==> config.mk <==
export PLATFORM = sky130hd
export DESIGN_NAME = ysyx_24100005_register_file
export DESIGN_NICKNAME = d
export VERILOG_FILES = /design/src/rtl/ysyx_24100005_register_file.sv
export SDC_FILE = /design/constraint.sdc
export NUM_CORES = 2
export LEC_CHECK = 0
export ABC_AREA = 1
export CORE_ASPECT_RATIO = 0.8
export CORE_MARGIN = 3
export CORE_UTILIZATION = 29
export DETAILED_ROUTE_END_ITERATION = 6
export SYNTH_ARGS = -nofsm -noshare
export SYNTH_HDL_FRONTEND = slang
export SYNTH_SLANG_ARGS = --single-unit
==> constraint.sdc <==
create_clock -name clk -period 2.5 [get_ports clk]
set_input_delay 0.25 -clock clk [delete_from_list [all_inputs] [get_ports clk]]
set_output_delay 0.25 -clock clk [all_outputs]
set_load 0.005 [all_outputs]
==> src/rtl/ysyx_24100005_register_file.sv <==
`default_nettype none
// ============================================================================
// ysyx_24100005_register_file : 2R1W register file, entry 0 hardwired to zero
// Revision 1.0
// ============================================================================
module ysyx_24100005_register_file #(
   parameter int ADDR_WIDTH = 5,
   parameter int DATA_WIDTH = 32
) (
   input  logic                  clk,
   input  logic                  rst,
   input  logic                  wen,
   input  logic [ADDR_WIDTH-1:0] waddr,
   input  logic [DATA_WIDTH-1:0] wdata,
   input  logic [ADDR_WIDTH-1:0] rs1addr,
   input  logic [ADDR_WIDTH-1:0] rs2addr,
   output logic [DATA_WIDTH-1:0] rs1data,
   output logic [DATA_WIDTH-1:0] rs2data
);

   localparam int c_depth = 1 << ADDR_WIDTH;

   // Entry 0 has no storage; only entries 1..DEPTH-1 are flops.
   logic [DATA_WIDTH-1:0] regs_q [1:c_depth-1];
   logic [DATA_WIDTH-1:0] regs_d [1:c_depth-1];

   always_comb begin
      for (int i = 1; i < c_depth; i++) begin
         regs_d[i] = (wen && (waddr == ADDR_WIDTH'(i))) ? wdata : regs_q[i];
      end
   end

   always_ff @(posedge clk or negedge rst) begin
      if (!rst) begin
         for (int i = 1; i < c_depth; i++) begin
            regs_q[i] <= '0;
         end
      end else begin
         for (int i = 1; i < c_depth; i++) begin
            regs_q[i] <= regs_d[i];
         end
      end
   end

   // No write bypass: reads see the stored value only.
   always_comb begin
      rs1data = '0;
      rs2data = '0;
      if (rs1addr != '0) rs1data = regs_q[rs1addr];
      if (rs2addr != '0) rs2data = regs_q[rs2addr];
   end

endmodule
`default_nettype wire

Word-level counts from Yosys, hierarchy flattened
Index checks and enable logic that the tools add are counted.
{ "op_classes": {"magnitude_cmp": 2, "n_eq_ne": 31, "n_mux": 8, "bitwise_logic": 2, "n_reduce_logical": 33} }
{ "ops": {"columns": ["cell", "count"], "rows": [
  ["$bmux W32 S5", 2],
  ["$mux W32", 6],
  ["$eq A5 B5 Y1 const B", 16],
  ["$eq A5 B4 Y1 const B", 8],
  ["$logic_and A1 B1 Y1", 31],
  ["$eq A5 B3 Y1 const B", 4],
  ["$ge A6 B6 Y1 const B", 2],
  ["$not A5 Y6", 2],
  ["$eq A5 B2 Y1 const B", 2],
  ["$reduce_bool A5 Y1", 2],
  ["$eq A5 B1 Y1 const B", 1]
]} }
{ "word_totals": {"regBits": 992, "inputBits": 50, "out_inout_bits": 64, "wordCells": 107} }

Logic depth before layout (Yosys ltp)
{ "logic_depth": {"word_depth": 5, "ltp_mapped": 14, "depth_no_buf": 11} }

Worst setup path after synthesis
Ideal clock, no wire load.
{ "synth_path": {"kind": "input -> output", "start": "input port rs1addr[2]", "end": "output port rs1data[24]", "arrival_time_ns": 1.291, "required_ns": 2.250, "path_slack_ns": 0.959, "stages": 9, "path_cell_list": "buf_2 inv_1 buf_2 buf_1 nand3_1 nand3_1 nand2_1 nand2_1 nand2_1"} }
{ "synth_via": {"elab_chain_cells": 5, "word_cells_on_any_way": 6, "cone_classes": "4 x mux; 1 x bitwise; 1 x reduce/logical"} }
{ "synth_lines": {"columns": ["element", "line", "source"], "rows": [
  ["start, declared", "15", "input logic [ADDR_WIDTH-1:0] rs1addr,"],
  ["$not A5 Y6 (not written as such)", "49", "if (rs1addr != '0) rs1data = regs_q[rs1addr];"],
  ["$bmux W32 S5", "49", null],
  ["$mux W32 (not written as such) (2 in a row)", "49", null],
  ["$mux W32 (*)", "49", null],
  ["end, declared", "17", "output logic [DATA_WIDTH-1:0] rs1data,"]
]} }
Every way passes the cells marked *; elsewhere a longest branch is shown, timed or not. The select of a mux whose other input is x is not followed.

Final worst setup path
{ "layout_path": {"start": "register regs_q[906] in the netlist's numbering", "end": "output port rs2data[10]"} }
{ "layout_via": {"elab_chain_cells": 4} }
{ "layout_lines": {"columns": ["element", "line", "source"], "rows": [
  ["start, declared", "24", "logic [DATA_WIDTH-1:0] regs_q [1:c_depth-1];"],
  ["start signal, assigned by index", "40", "regs_q[i] <= regs_d[i];"],
  ["$bmux W32 S5", "50", "if (rs2addr != '0) rs2data = regs_q[rs2addr];"],
  ["$mux W32 (not written as such) (2 in a row)", "50", null],
  ["$mux W32", "50", null],
  ["end, declared", "18", "output logic [DATA_WIDTH-1:0] rs2data"]
]} }
Every way passes these cells. The select of a mux whose other input is x is not followed.

==> results.cfg <==
[sta]
period_share = 0.9696
worst_slew_pin_slew_ns = 0.6728
clock_skew_ns = 0
fin_crit_ns = 2.424
slew-limit-headroom = 0.5515
fmax_ghz = 0.4126
setup_viol = 0
fin_hold_ws_ns = 0.04272
slew_viol_final = 0
hold_violations = 0
worst_slack_ns = 0.07605
setup-tns-final_ns = 0

[synth]
synth_mux_area_frac = 0
ys_seq_area_frac = 0.4294
yosys.cell_count.top_type = nand2_1
synth-compound-area-share = 0.1022
synthAdderAreaFrac = 0
ys.flop_type = dfrtp_1
synth_top_area_share = 0.4294
synth-simple-area-share = 0.3626
avgSynthCellArea_um2 = 6.521
synth_top_family_by_area = simple AND/OR/NAND/NOR gates
synth_edf_count = 0
yosys-top-cells-area = dfrtp_1 43%, nand2_1 25%, nand3_1 10%
netlist_instances = 8866
synth_fp_nets = 8916
synth_cell_type_count = 19
synth_xor_area_frac = 0
async_reset_ff_frac = 1.000
ys_top_cells_by_count = 3852 x nand2_1, 1157 x nand3_1, 992 x dfrtp_1
syn_area_mm2 = 0.05781
yosys_warnings = 0
synth_seq_cells = 992
synth_largest_area_cell = dfrtp_1

[route]
drt_wl_total_mm = 240.4
post_drt_wl_per_cell_um = 20.85
dr.pass1.iters = 6
drc = 0
routed_via_density = 5.211
ant_nets = 0
drtIter0Drc = 8180
vias = 60080

[global_route]
grt_pass1_wl_mm = 361.8
grt-ovfl-total = 0
grt_max_degree = 101
antenna_found_initial = 5
grt.total_usage = 0.2292
grt_pass1_vias = 56330

[floorplanning]
dieArea_mm2 = 0.2048
rows = 145
fp.dieW_um = 505.2
core-area_mm2 = 0.1967
die_h_um = 405.4
pin_count = 114
initial_core_util = 0.2940

[placement]
finalWeightedCongestion = 0.8990
dp_slack_ns = -0.009919
place_hpwl_mm = 141.0
dpl.cell_count = 11320
portBuffers = 113

[finish]
areaGrowthSynthToFinish_pct = 18.75
nets = 8859
largest_reg_flops = 992
fin_cells = 11530
drive_above_1_share = 0.08276
reg.largest.list = regs_q x992
top_register = regs_q
fillers = 20930

[clock_network]
h-tree-depth = 3
clock-sinks = 992
cts_max_path_buffers = 3
clkLatencyLatePin_ns = 0.72
clk_pin_slew_ns = 0.06
cts_root_buf = clkbuf_16
cts_buffers = 101
tritoncts = done

[critical_path]
cp-start-kind = flop
cp_common_cell = nand2_1
rrSetupSlack_ns = 1.60
path_cells = inv_1 > nand2_1 > nand3_1 > nand3_1 > nand3_1 > nand2_1 > nand2_1 > nand2_1 > clkdlybuf4s15_1
cpPeakStageDelay_ns = 0.38
worstSetupPathType = flop to output pin
cp_max_fo = 2
critPathCaptureType = output pin
cp.buffers_inverters = 2
required_ns = 2.25
cpLargestDelayFamily = simple AND/OR/NAND/NOR gates
cp_slowest_cell = dfrtp_1
cp.arrival_ns = 2.17

[power_and_ir_drop]
p_leak_nw = 34.69
ir_drop_uv = 582.9
power_mw = 48.63
p_per_area_mw_per_mm2 = 708.4

[status]
status = completed

[worst_hold_path]
min_path_type = input pin to async pin

[job]
maxCapViolCount = 0
placed cells by master (no fill, tap or decap), types with 4 or more instances in the layout:
cell type	synthesis	layout
clkdlybuf4s15_1	0	8
dlymetal6s2s_1	0	4
clkinv_2	0	12
inv_2	6	7
nand3_2	0	15
nand3_1	1157	1137
dfrtp_1	992	992
buf_4	11	235
a21oi_1	167	167
o21ai_1	96	99
clkbuf_1	391	22
buf_12	0	187
bufinv_16	0	8
nor2_4	2	6
clkbuf_16	0	105
dlygate4sd2_1	0	45
nand3_4	0	5
o21ai_0	918	915
clkbuf_8	0	23
nand2_1	3852	3772
nor2_2	11	8
clkdlybuf4s50_1	0	38
nand2_4	0	38
nand2_2	18	60
inv_8	0	4
buf_8	0	5
inv_1	819	812
nor2_1	133	132
clkbuf_2	0	5
logic make-up after synthesis:
group / after synthesis
AO/OA/AOI/OAI: 1181
AND/OR/NAND/NOR: 5175
flip-flops: 992
buffers and inverters: 1518
through the flow:
step	area, µm²	utilization
after floorplan	57810	-
after global placement	64730	0.3291
after detailed placement	64730	0.3291
after CTS	68530	0.3484
after global routing	68650	0.3491
final	68650	0.3491
worst register-to-register path: cells and delay by family, from the launching register on:
kind / cells / cell delay, ns
AOI/OAI and AO/OA: 1 / 0.06
buffers and inverters: 2 / 0.27
DFF: 1 / 0.39
and+or+nand+nor: 1 / 0.06
layout make-up:
| class | count | area (µm²) | area share |
|---|---|---|---|
| Sequential cell | 992 | 24820 | 0.3616 |
| Tap cell | 2646 | 3311 | 0.04822 |
| Inverter | 826 | 3141 | 0.04574 |
| Antenna cell | 3 | 7.507 | 0.0001093 |
| Clock inverter | 25 | 370.4 | 0.005394 |
| Timing Repair Buffer | 532 | 6549 | 0.09539 |
| Clock buffer | 150 | 3027 | 0.04409 |
| Multi-Input combinational cell | 6356 | 27430 | 0.3995 |
repair_timing:
| action | CTS | global route |
|---|---|---|
| setup buffers | 32 | 4 |
| endpoints found under the setup margin | 63 | 32 |
| hold buffers | 1 | 0 |
| pin swaps | 37 | 19 |
| gates resized for setup | 138 | 50 |
| cloned | 0 | 0 |
| hold endpoints to repair | 376 | 0 |
worst paths after layout:
| path | end | start | cells after the start |
|---|---|---|---|
| max in group asynchronous | regs_q[66] | rst | 3 |
| min | regs_q[760] | rst | 2 |
| max reg2reg | regs_q[877] | regs_q[877] | 4 |
| max | rs2data[10] | regs_q[906] | 9 |
| min reg2reg | regs_q[558] | regs_q[558] | 2 |
| min in group clk | regs_q[325] | wdata[5] | 4 |
metal layers:
metal	vias to the layer above	share of wire	global-route usage
met5	-	0	0
met4	0	0.042	0.08949
met3	552	0.11	0.04536
met2	3407	0.43	0.3514
met1	28570	0.42	0.3169
li1	27550	-	-
where the power goes:
part	total (mW)	internal [mW]	switching, mW
Sequential	21.3	19.0	2.31
Clock	16.1	9.15	6.98
Combinational	11.2	4.30	6.86
No activity file was read; power rests on OpenSTA's default activity.
